File: src/rtl/fc_accum_requant.sv
// Accumulates chunked partial sums from the FC systolic column, adds per-neuron bias, requantises
// to int8 (round, shift, optional ReLU, saturate) and buffers results in a credit-protected FIFO.
module fc_accum_requant #(
  parameter int unsigned ACC_W         = 32,
  parameter int unsigned OUT_W         = 8,
  parameter int unsigned ARRAY_LATENCY = 6,
  parameter int unsigned CNT_W         = 10,
  parameter int unsigned FIFO_DEPTH    = 4
) (
  input  logic                    clk,
  input  logic                    rst,
  input  logic                    start,
  input  logic [CNT_W-1:0]        num_chunks,
  input  logic [CNT_W-1:0]        num_neurons,
  input  logic [4:0]              shift,
  input  logic                    relu_en,
  input  logic                    issue,
  input  logic signed [ACC_W-1:0] bias,
  output logic                    issue_ready,
  input  logic signed [ACC_W-1:0] mac_in,
  output logic                    out_valid,
  input  logic                    out_ready,
  output logic signed [OUT_W-1:0] out_data,
  output logic                    busy,
  output logic                    done,
  output logic                    err
);
  localparam int unsigned PtrW = $clog2(FIFO_DEPTH);
  localparam int unsigned CntW = PtrW + 1;
  localparam int unsigned CrW  = CntW + 1;
  localparam int unsigned RW   = ACC_W + 1;
  localparam logic signed [RW-1:0] SatMax = RW'((1 << (OUT_W - 1)) - 1);
  localparam logic signed [RW-1:0] SatMin = ~SatMax;

  typedef enum logic [1:0] {StIdle, StRun, StDrain, StDone} state_e;
  state_e state_q, state_d;

  logic [CNT_W-1:0]        nchunks_q, nneurons_q;
  logic [4:0]              shift_q;
  logic                    relu_q;
  logic [CNT_W-1:0]        chunk_cnt_q, mac_cnt_q, issued_q, popped_q;
  logic [CntW-1:0]         pending_q;
  logic [ARRAY_LATENCY-1:0] dly_q;
  logic signed [ACC_W-1:0] bq_mem [FIFO_DEPTH];
  logic [PtrW-1:0]         bq_wr_q, bq_rd_q;
  logic signed [ACC_W-1:0] acc_q;
  logic                    acc_last_q;
  logic signed [OUT_W-1:0] fifo_mem [FIFO_DEPTH];
  logic [PtrW-1:0]         wr_q, rd_q;
  logic [CntW-1:0]         fifo_cnt_q;
  logic                    err_q;

  logic                    iss_acc, iss_first, iss_last;
  logic                    mac_valid, mac_first, mac_last;
  logic                    push, pop;
  logic [CrW-1:0]          credit;
  logic signed [RW-1:0]    rnd, sum, r;
  logic signed [OUT_W-1:0] q8;

  // Pending neurons reserve FIFO slots so an accepted first chunk always has room to land.
  assign credit      = {1'b0, fifo_cnt_q} + {1'b0, pending_q};
  assign issue_ready = (state_q == StRun) && (credit < CrW'(FIFO_DEPTH)) &&
                       (issued_q < nneurons_q);
  assign iss_acc     = issue && issue_ready;
  assign iss_first   = (chunk_cnt_q == '0);
  assign iss_last    = (chunk_cnt_q == nchunks_q - CNT_W'(1));

  assign mac_valid   = dly_q[ARRAY_LATENCY-1];
  assign mac_first   = (mac_cnt_q == '0);
  assign mac_last    = (mac_cnt_q == nchunks_q - CNT_W'(1));

  assign push        = acc_last_q;
  assign out_valid   = (fifo_cnt_q != '0);
  assign pop         = out_valid && out_ready;
  assign out_data    = out_valid ? fifo_mem[rd_q] : '0;
  assign busy        = (state_q != StIdle);
  assign done        = (state_q == StDone);
  assign err         = err_q;

  always_comb begin
    rnd = '0;
    if (shift_q != '0) rnd = RW'(1) << (shift_q - 5'd1);
    sum = $signed({acc_q[ACC_W-1], acc_q}) + rnd;
    r   = sum >>> shift_q;
    if (relu_q && r[RW-1]) r = '0;
    if (r > SatMax)      q8 = SatMax[OUT_W-1:0];
    else if (r < SatMin) q8 = SatMin[OUT_W-1:0];
    else                 q8 = r[OUT_W-1:0];
  end

  always_comb begin
    state_d = state_q;
    unique case (state_q)
      StIdle:  if (start) state_d = (num_neurons == '0) ? StDone : StRun;
      StRun:   if (iss_acc && iss_last && (issued_q == nneurons_q - CNT_W'(1))) state_d = StDrain;
      StDrain: if (popped_q == nneurons_q) state_d = StDone;
      StDone:  state_d = StIdle;
      default: state_d = StIdle;
    endcase
  end

  always_ff @(posedge clk) begin
    if (rst) begin
      state_q     <= StIdle;
      nchunks_q   <= CNT_W'(1);
      nneurons_q  <= '0;
      shift_q     <= '0;
      relu_q      <= 1'b0;
      chunk_cnt_q <= '0;
      mac_cnt_q   <= '0;
      issued_q    <= '0;
      popped_q    <= '0;
      pending_q   <= '0;
      dly_q       <= '0;
      bq_wr_q     <= '0;
      bq_rd_q     <= '0;
      acc_q       <= '0;
      acc_last_q  <= 1'b0;
      wr_q        <= '0;
      rd_q        <= '0;
      fifo_cnt_q  <= '0;
      err_q       <= 1'b0;
      for (int i = 0; i < FIFO_DEPTH; i++) begin
        bq_mem[i]   <= '0;
        fifo_mem[i] <= '0;
      end
    end else begin
      state_q <= state_d;
      if (issue && !issue_ready) err_q <= 1'b1;

      if (state_q == StIdle && start) begin
        nchunks_q   <= (num_chunks == '0) ? CNT_W'(1) : num_chunks;
        nneurons_q  <= num_neurons;
        shift_q     <= shift;
        relu_q      <= relu_en;
        chunk_cnt_q <= '0;
        mac_cnt_q   <= '0;
        issued_q    <= '0;
        popped_q    <= '0;
      end

      if (iss_acc) begin
        chunk_cnt_q <= iss_last ? '0 : chunk_cnt_q + CNT_W'(1);
        if (iss_last) issued_q <= issued_q + CNT_W'(1);
        if (iss_first) begin
          bq_mem[bq_wr_q] <= bias;
          bq_wr_q         <= bq_wr_q + PtrW'(1);
        end
      end
      pending_q <= pending_q + CntW'(iss_acc && iss_first) - CntW'(push);

      dly_q      <= {dly_q[ARRAY_LATENCY-2:0], iss_acc};
      acc_last_q <= mac_valid && mac_last;
      if (mac_valid) begin
        mac_cnt_q <= mac_last ? '0 : mac_cnt_q + CNT_W'(1);
        if (mac_first) begin
          acc_q   <= bq_mem[bq_rd_q] + mac_in;
          bq_rd_q <= bq_rd_q + PtrW'(1);
        end else begin
          acc_q <= acc_q + mac_in;
        end
      end

      if (push) begin
        fifo_mem[wr_q] <= q8;
        wr_q           <= wr_q + PtrW'(1);
      end
      if (pop) begin
        rd_q     <= rd_q + PtrW'(1);
        popped_q <= popped_q + CNT_W'(1);
      end
      fifo_cnt_q <= fifo_cnt_q + CntW'(push) - CntW'(pop);
    end
  end

  // Credit makes overflow unreachable; firing here means the credit accounting is broken.
  always_ff @(posedge clk) begin
    if (!rst) assert (!(push && (fifo_cnt_q == CntW'(FIFO_DEPTH))));
  end

endmodule
File: config.mk
export PLATFORM = sky130hd
export DESIGN_NAME = fc_accum_requant
export DESIGN_NICKNAME = d
export VERILOG_FILES = /design/src/rtl/fc_accum_requant.sv
export SDC_FILE = /design/constraint.sdc
export NUM_CORES = 1
export LEC_CHECK = 0
export ABC_AREA = 1
export CAP_MARGIN = 10
export CORE_MARGIN = 2
export CORE_UTILIZATION = 50
export DETAILED_ROUTE_END_ITERATION = 12
export PLACE_DENSITY_LB_ADDON = 0.25
export SKIP_CTS_REPAIR_TIMING = 1
export SLEW_MARGIN = 20
export SYNTH_ARGS = -nofsm -noshare
export SYNTH_HDL_FRONTEND = slang
export SYNTH_SLANG_ARGS = --single-unit
File: constraint.sdc
create_clock -name clk -period 14.7 [get_ports clk]
set_clock_uncertainty 0.15 [all_clocks]
set_input_delay 1.47 -clock clk [delete_from_list [all_inputs] [get_ports clk]]
set_output_delay 1.47 -clock clk [all_outputs]
set_load 0.01 [all_outputs]
==> results of run 1 <==
layout make-up:
type / instances / area (um2)
sequential: 286 / 7330
tap: 525 / 657
multi-input combinational: 2116 / 10900
clock buffer: 44 / 845
clock inverter: 11 / 110
inverter: 389 / 1460
antenna: 2 / 5.00
timing repair buffer: 135 / 1280
fill: 3812 / 17200
critical path: cells and delay by family (launching register included):
| kind | cells | cell delay (ns) |
|---|---|---|
| adder cells (fa/ha/maj) | 2 | 0.59 |
| AND/OR/NAND/NOR | 25 | 3.03 |
| buffers and inverters | 7 | 1.13 |
| flip-flops | 1 | 0.31 |
| AO/OA/AOI/OAI | 1 | 0.10 |
synth_stat cells (22+ instances only):
cell | number | area (um2)
a22oi_1 | 37 | 278
xor2_1 | 57 | 499
nand2_1 | 704 | 2640
edfxtp_1 | 160 | 4800
ha_1 | 92 | 1150
dfxtp_1 | 126 | 2520
xnor2_1 | 22 | 193
a21oi_1 | 247 | 1240
nand3_1 | 248 | 1240
inv_1 | 372 | 1400
nor2_1 | 299 | 1120
o21ai_0 | 146 | 731
nor3_1 | 89 | 445
clkbuf_1 | 87 | 327
nand2_2 | 24 | 150
how the worst min path moves through the flow:
stage / start / depth (start not counted) / slack (ns) / end
floorplan: dly_q[0]$_SDFF_PP0_ / 2 / 0.24 / dly_q[1]$_SDFF_PP0_
global placement: dly_q[4]$_SDFF_PP0_ / 2 / 0.24 / dly_q[5]$_SDFF_PP0_
detailed placement: dly_q[1]$_SDFF_PP0_ / 2 / 0.25 / dly_q[2]$_SDFF_PP0_
CTS: dly_q[1]$_SDFF_PP0_ / 2 / 0.26 / dly_q[2]$_SDFF_PP0_
global route: dly_q[4]$_SDFF_PP0_ / 2 / 0.28 / dly_q[5]$_SDFF_PP0_
finish: dly_q[1]$_SDFF_PP0_ / 2 / 0.25 / dly_q[2]$_SDFF_PP0_
registers in the layout (all words and copies together), names as in the netlist, 10 cells and up, named ones only:
| register | cells |
|---|---|
| fifo_mem | 32 |
| acc_q | 32 |
| nchunks_q | 10 |
| chunk_cnt_q | 10 |
| nneurons_q | 10 |
| popped_q | 10 |
| mac_cnt_q | 10 |
| bq_mem | 128 |
| issued_q | 10 |
kinds of logic after synthesis:
family | after synthesis
other | 1
buffers and inverters | 506
AND/OR/NAND/NOR | 1427
XOR/XNOR | 79
flip-flops | 286
AO/OA/AOI/OAI | 511
multiplexers | 2
adder cells (fa/ha/maj) | 96
through the flow:
step	setup WS (ns)	hold slack (ns)	cells	utilization, %	power (mW)
floorplan	9.88	0.238	2908	-	1.65
global placement	9.26	0.242	3451	54.4	1.94
detailed placement	9.25	0.245	3451	54.4	1.95
CTS	9.23	0.257	3506	56.8	2.69
global route	8.57	0.276	3508	56.8	2.86
finish	9.12	0.254	3508	56.8	2.69
layer usage:
| layer | part of all wire (%) | vias to the layer above | GRT usage [%] |
|---|---|---|---|
| met1 | 44 | 9106 | 37.7 |
| li1 | - | 9710 | - |
| met3 | 5.9 | 123 | 3.10 |
| met2 | 46 | 645 | 46.0 |
| met5 | 0 | - | 0 |
| met4 | 3.7 | 0 | 10.1 |
power by group through the flow:
stage	clock, mW	combinational, mW	sequential [mW]
finish	0.739	0.995	0.956
global route	0.779	1.11	0.963
global placement	0	0.971	0.969
CTS	0.748	0.987	0.955
detailed placement	0	0.981	0.972
floorplan	0	0.694	0.958
==> results.ini, run 1 <==
[outcome]
status=complete, no violations

[synth]
ys_async_sr_fraction_pct=0
seq_area_frac_synth_pct=36.4
synthesis.nets=3099
synth_edf_count=160
netlist_area_mm2=0.0201
synthAdderAreaFrac_pct=6.11
synth_cell_types=60
syn_inst=2908
synth_compound_area_share_pct=14.2
synth_top_family_by_area=simple AND/OR/NAND/NOR gates
synthFlopType=edfxtp_1
synth_warnings=0
syn_avg_cell_area_um2=6.93
ys_ff_latch=286
synth-simple-area-share_pct=30.1
synth_mux_area_share_pct=0.0994
synth_xor_xnor_area_share_pct=3.43

[global_routing]
grt_max_degree=99
grt_pass1_wl_um=94200
antenna_found_initial=2
grt_overflow=0
grt_pass1_vias=18400
grtUsageTotal_pct=27.9

[critical_path]
cp-end-kind=register
regToRegStartpoint=shift_q[0]$_SDFFE_PP0P_
cp_max_fo=39
critPathRequiredTime_ns=14.84
critPathSlowestCell=nor2_1
crit_type=register to register
worstPathArrival_ns=5.73
cp-endpoint=fifo_mem[0][6]$_SDFFCE_PN0P_
r2r_setup_slack_ns=9.12
worstSetupStartpoint=shift_q[0]$_SDFFE_PP0P_
worstRegToRegCells=35
crit_path_max_incr_delay_ns=0.43
r2r_end=fifo_mem[0][6]$_SDFFCE_PN0P_
startpoint_type=register
cpMostUsedCell=nand2_1

[clock_tree]
insertion_delay_ns=0.58
cts.clk_slew.worst_paths_ns=0.07
cts_inserted_buffers=30
cts_tree=built
cts_root_buf=clkbuf_16
cts_sinks=286
cts_buffer_depth=3
cts.htree.levels=1

[floorplan]
die_x_um=205
die_h_um=205
ios=108
core_mm2=0.0397
die_area_mm2=0.0419
rows=73
initial_core_util_pct=50.7

[sta]
period_needed_ns=5.58
slew_headroom_pct=28.4
rsz0062_at_grt=no
hold_viol=0
tns_ns=0
fmax_mhz=179
setup_viol=0
tightest_slew_ns=1.07
fin_crit_sh_pct=38.0
finalMaxSlewViolations=0

[place]
post-dp-hpwl_um=42500
gp_congestion=0.983
placed_cell_area_mm2=0.0216
port_buffers=107

[finish]
fin_area_mm2=0.0226
final_common_cell=nand2_1
fin_nets=3149
final_cell_mix=nand2_1, inv_1, nor2_1
drive_above_1_share_pct=4.83
syn2layout_area_growth_pct=12.0

[routing]
antenna_left=0
drt_iter0_markers=1861
routed_wl_um=58600
drt_pass1_iterations=6
via_count=19600
avgViaCountPerCell=5.58
wl_per_cell_um=16.7
route.detailed.drc=0

[power_and_ir_drop]
power_density_mw_per_mm2=119
pwr-share-clk_pct=27.5
ir_drop_v=0.000103
power_leakage_nw=10.3
sw_frac_of_total_pct=38.0
intPower_mw=1.67
comb_power_share_pct=37.0
total_switching_power_mw=1.02
sequentialPowerShare_pct=35.5

[min_path]
min_path_type=register to register

[job]
drv_cap=0

Note: power is estimated with default switching activity, not from simulation.
==> inputs of run 2 (changes only) <==
==> constraint.sdc (replaced) <==
create_clock -name clk -period 4.5 [get_ports clk]
set_clock_uncertainty 0.15 [all_clocks]
set_input_delay 0.45 -clock clk [delete_from_list [all_inputs] [get_ports clk]]
set_output_delay 0.45 -clock clk [all_outputs]
set_load 0.01 [all_outputs]
==> results.ini, run 2 (synthesis gave the netlist of run 1 again) <==
[finish]
n_fill_cell=3524
fin_nets=3284
final_cell_mix=nand2_1, inv_1, nor2_1
final_common_cell=nand2_1
instances_no_fill=3644
top_regs=bq_mem (128), acc_q (32), fifo_mem (32)
largest_register_ffs=128
drive_above_1_share_pct=16.9
multi_input_area_mm2=0.0121
regMostFlops=bq_mem
fin_area_mm2=0.0249
regArea_mm2=0.00734
final_util_pct=62.8
syn2layout_area_growth_pct=23.8

[critical_path]
cp-end-kind=register
cp_max_fo=7
cpMostUsedCell=nand2_4
r2r_setup_slack_ns=0.02
regToRegStartpoint=shift_q[0]$_SDFFE_PP0P_
startpoint_type=register
crit_type=register to register
worstRegToRegCells=33
critPathRequiredTime_ns=4.65
crit_path_max_incr_delay_ns=0.38
critPathSlowestCell=dfxtp_4
worstPathArrival_ns=4.64
r2r_end=fifo_mem[1][0]$_SDFFCE_PN0P_

[routing]
wl_per_cell_um=16.8
drt_pass1_iterations=5
antenna_left=0
via_count=20200
avgViaCountPerCell=5.55
routed_wl_um=61300
route.detailed.drc=0
drt_iter0_markers=1438

[sta]
fin_ws_ns=0.0173
timing.hold.ws_ns=0.0788
slew_headroom_pct=34.3
finalMaxSlewViolations=0
fin_crit_sh_pct=99.6
hold_viol=0
fmax_mhz=223
tns_ns=0
tightest_slew_ns=0.986
period_needed_ns=4.48
setup_viol=0
rsz0062_at_grt=yes

[global_routing]
grt_overflow=0
grt_max_degree=98
grt_pass1_vias=18700
antenna_found_initial=2
grt_pass1_wl_um=95700
grtUsageTotal_pct=28.2

[clock_tree]
cts.htree.levels=1
cts_inserted_buffers=30
cts_sinks=286
cts_root_buf=clkbuf_16
cts_tree=built
cts.clk_slew.worst_paths_ns=0.06
insertion_delay_ns=0.59
cts_buffer_depth=3

[place]
dp_slack_ns=-0.0688
gp_congestion=0.940
placed_cell_area_mm2=0.0225
port_buffers=107
post-dp-hpwl_um=44200
dp_cells=3571

[floorplan]
rows=73
core_mm2=0.0397
die_area_mm2=0.0419
ios=108
die_h_um=205
die_x_um=205
initial_core_util_pct=50.7

[outcome]
status=complete, no violations

[power_and_ir_drop]
power_density_mw_per_mm2=381
ir_drop_v=0.000334
power_leakage_nw=11.4
total_power_mw=9.52

[min_path]
hold_path_end=popped_q[3]$_SDFFE_PP0P_
min_path_type=input pin to register
hold_start=rst
hold_depth=2

[job]
drv_cap=0

## run 2: worst max-delay path by stage
stage / startpoint / to / slack [ns] / depth (start not counted)
2_1_floorplan: nneurons_q[3]$_SDFFE_PP0P_ / bq_mem[1][0]$_SDFFCE_PN0P_ / -0.32 / 12
3_3_place_gp: shift_q[0]$_SDFFE_PP0P_ / fifo_mem[1][0]$_SDFFCE_PN0P_ / 0.06 / 38
3_5_place_dp: shift_q[0]$_SDFFE_PP0P_ / fifo_mem[2][5]$_SDFFCE_PN0P_ / -0.07 / 36
4_1_cts: shift_q[0]$_SDFFE_PP0P_ / fifo_mem[2][5]$_SDFFCE_PN0P_ / -0.14 / 36
5_1_grt: shift_q[1]$_SDFFE_PP0P_ / fifo_mem[1][2]$_SDFFCE_PN0P_ / -0.19 / 33
6_report: shift_q[0]$_SDFFE_PP0P_ / fifo_mem[1][0]$_SDFFCE_PN0P_ / 0.02 / 33
## run 2: worst max-delay path, delay by kind of cell, from the launching register on
kind,cells,cell delay (ns)
DFF,1,0.38
and+or+nand+nor,25,2.51
adders and majority gates,1,0.36
AOI/OAI and AO/OA,1,0.08
buffers and inverters,6,0.71
## run 2: layer usage
metal | vias to the layer above | wire (um) | track usage (%)
met2 | 656 | 29500 | 48.0
met4 | 0 | 1880 | 8.67
met1 | 9447 | 26500 | 38.1
met3 | 119 | 3500 | 2.56
li1 | 9992 | - | -
met5 | - | 0 | 0
## run 2: layout make-up
| type | count | share of cell area [%] |
|---|---|---|
| Timing Repair inverter | 1 | 0.0301 |
| Clock inverter | 14 | 0.637 |
| Antenna cell | 2 | 0.0201 |
| Timing Repair Buffer | 266 | 9.34 |
| Tap cell | 525 | 2.63 |
| Clock buffer | 42 | 3.52 |
| Inverter | 389 | 5.90 |
| Multi-Input combinational cell | 2119 | 48.5 |
| Sequential cell | 286 | 29.4 |
## run 2: report_power, final
part / internal [mW] / switching, mW / total [mW]
clock: 1.53 / 1.06 / 2.59
combinational: 1.36 / 2.41 / 3.77
sequential: 2.99 / 0.161 / 3.15
total: 5.88 / 3.63 / 9.52
==> inputs of run 3 (changes only) <==
--- a/config.mk
+++ b/config.mk
@@ -6,7 +6,7 @@
 export NUM_CORES = 1
 export LEC_CHECK = 0
 export ABC_AREA = 1
-export CAP_MARGIN = 10
+export CORE_ASPECT_RATIO = 0.6
 export CORE_MARGIN = 2
 export CORE_UTILIZATION = 50
 export DETAILED_ROUTE_END_ITERATION = 12
==> results.ini, run 3 (synthesis gave the netlist of run 1 again) <==
[global_routing]
grtUsageTotal_pct=29.9
antenna_found_initial=0
grt_pass1_wl_um=101000
grt_max_degree=98
grt_pass1_vias=18800
grt_overflow=0

[critical_path]
startpoint_type=register
cp_top_family=simple AND/OR/NAND/NOR gates
critPathSlowestCell=dfxtp_4
crit_type=register to register
cp_max_fo=7
cpMostUsedCell=nand2_2
worst-path-buf-inv=2
crit_path_max_incr_delay_ns=0.36
cp-end-kind=register
critPathRequiredTime_ns=4.77
worstPathArrival_ns=4.79

[power_and_ir_drop]
total_power_mw=9.45
ir_drop_v=0.000318
power_density_mw_per_mm2=370
power_leakage_nw=11.6

[routing]
avgViaCountPerCell=5.60
top_layer=met4
routed_wl_um=65800
drt_pass1_iterations=6
met3_length_um=6420
via_count=20600
wl_per_cell_um=17.9
drt_iter0_markers=2206
routed-wl-met2_um=26800
route.detailed.drc=0
met1_length_um=31800
antenna_left=0

[sta]
period_needed_ns=4.52
timing.hold.ws_ns=0.252
hold_viol=0
slew_headroom_pct=28.4
setup_viol=11
finalMaxSlewViolations=0
fin_ws_ns=-0.0198
tightest_slew_ns=1.07
rsz0062_at_grt=yes
tns_ns=-0.105
fin_crit_sh_pct=100
fmax_mhz=221

[finish]
instances_no_fill=3673
top_regs=bq_mem (128), acc_q (32), fifo_mem (32)
fin_area_mm2=0.0255
syn2layout_area_growth_pct=26.8
regMostFlops=bq_mem
final_common_cell=nand2_1
drive_above_1_share_pct=19.5
antenna_cells=0
final_cell_mix=nand2_1, inv_1, nor2_1
largest_register_ffs=128
fin_nets=3321

[floorplan]
ios=108
rows=56
die_x_um=263
die_h_um=159
initial_core_util_pct=51.2
die_area_mm2=0.0420
core_mm2=0.0394

[clock_tree]
cts_root_buf=clkbuf_16
cts_sinks=286
cts.clk_slew.worst_paths_ns=0.06
cts.htree.levels=1
insertion_delay_ns=0.59
cts_buffer_depth=3
cts_tree=built
cts_inserted_buffers=28

[outcome]
status=finished, violations left
violations=negative setup slack

[place]
placed_cell_area_mm2=0.0229
dp_cells=3603
post-dp-hpwl_um=48700
gp_congestion=0.986
port_buffers=107

[job]
drv_cap=0

[min_path]
min_path_type=register to register

[run 3: worst paths after layout]
| path | start | endpoint | slack (ns) | depth (start not counted) |
|---|---|---|---|---|
| max | shift_q[1]$_SDFFE_PP0P_ | fifo_mem[1][2]$_SDFFCE_PN0P_ | -0.02 | 34 |
| min | dly_q[0]$_SDFF_PP0_ | dly_q[1]$_SDFF_PP0_ | 0.25 | 2 |
| max reg2reg | shift_q[1]$_SDFFE_PP0P_ | fifo_mem[1][2]$_SDFFCE_PN0P_ | -0.02 | 34 |
| min reg2reg | dly_q[0]$_SDFF_PP0_ | dly_q[1]$_SDFF_PP0_ | 0.25 | 2 |
[run 3: final cells by class]
cell class                 instances  area (um2)
sequential                       286        7340
multi-input combinational       2118       12500
timing repair buffer             306        2710
fill                            3495       13800
timing repair inverter             1        7.51
clock buffer                      42         807
clock inverter                     9        78.8
tap                              522         653
inverter                         389        1470
[run 3: where the power goes]
group | internal, mW | switching [mW] | total, mW
clock network | 1.25 | 1.06 | 2.31
registers | 2.99 | 0.163 | 3.15
logic | 1.42 | 2.57 | 3.99
total | 5.66 | 3.79 | 9.45
[run 3: through the flow]
stage	setup slack, ns	utilization, %
floorplan	-0.322	-
global placement	-0.216	58.2
detailed placement	-0.316	58.2
CTS	-0.352	60.4
global route	-0.337	64.9
finish	-0.0198	64.9
[run 3: layer usage]
metal | vias up | global-route usage [%]
met5 | - | 0
met4 | 0 | 4.36
met1 | 9602 | 47.1
li1 | 10100 | -
met2 | 829 | 41.8
met3 | 69 | 6.85
[run 3: worst min-delay path: stages, from the launching register on]
cell and delay [ns]:
dfxtp_1 0.30, inv_1 0.04, nor2_1 0.03
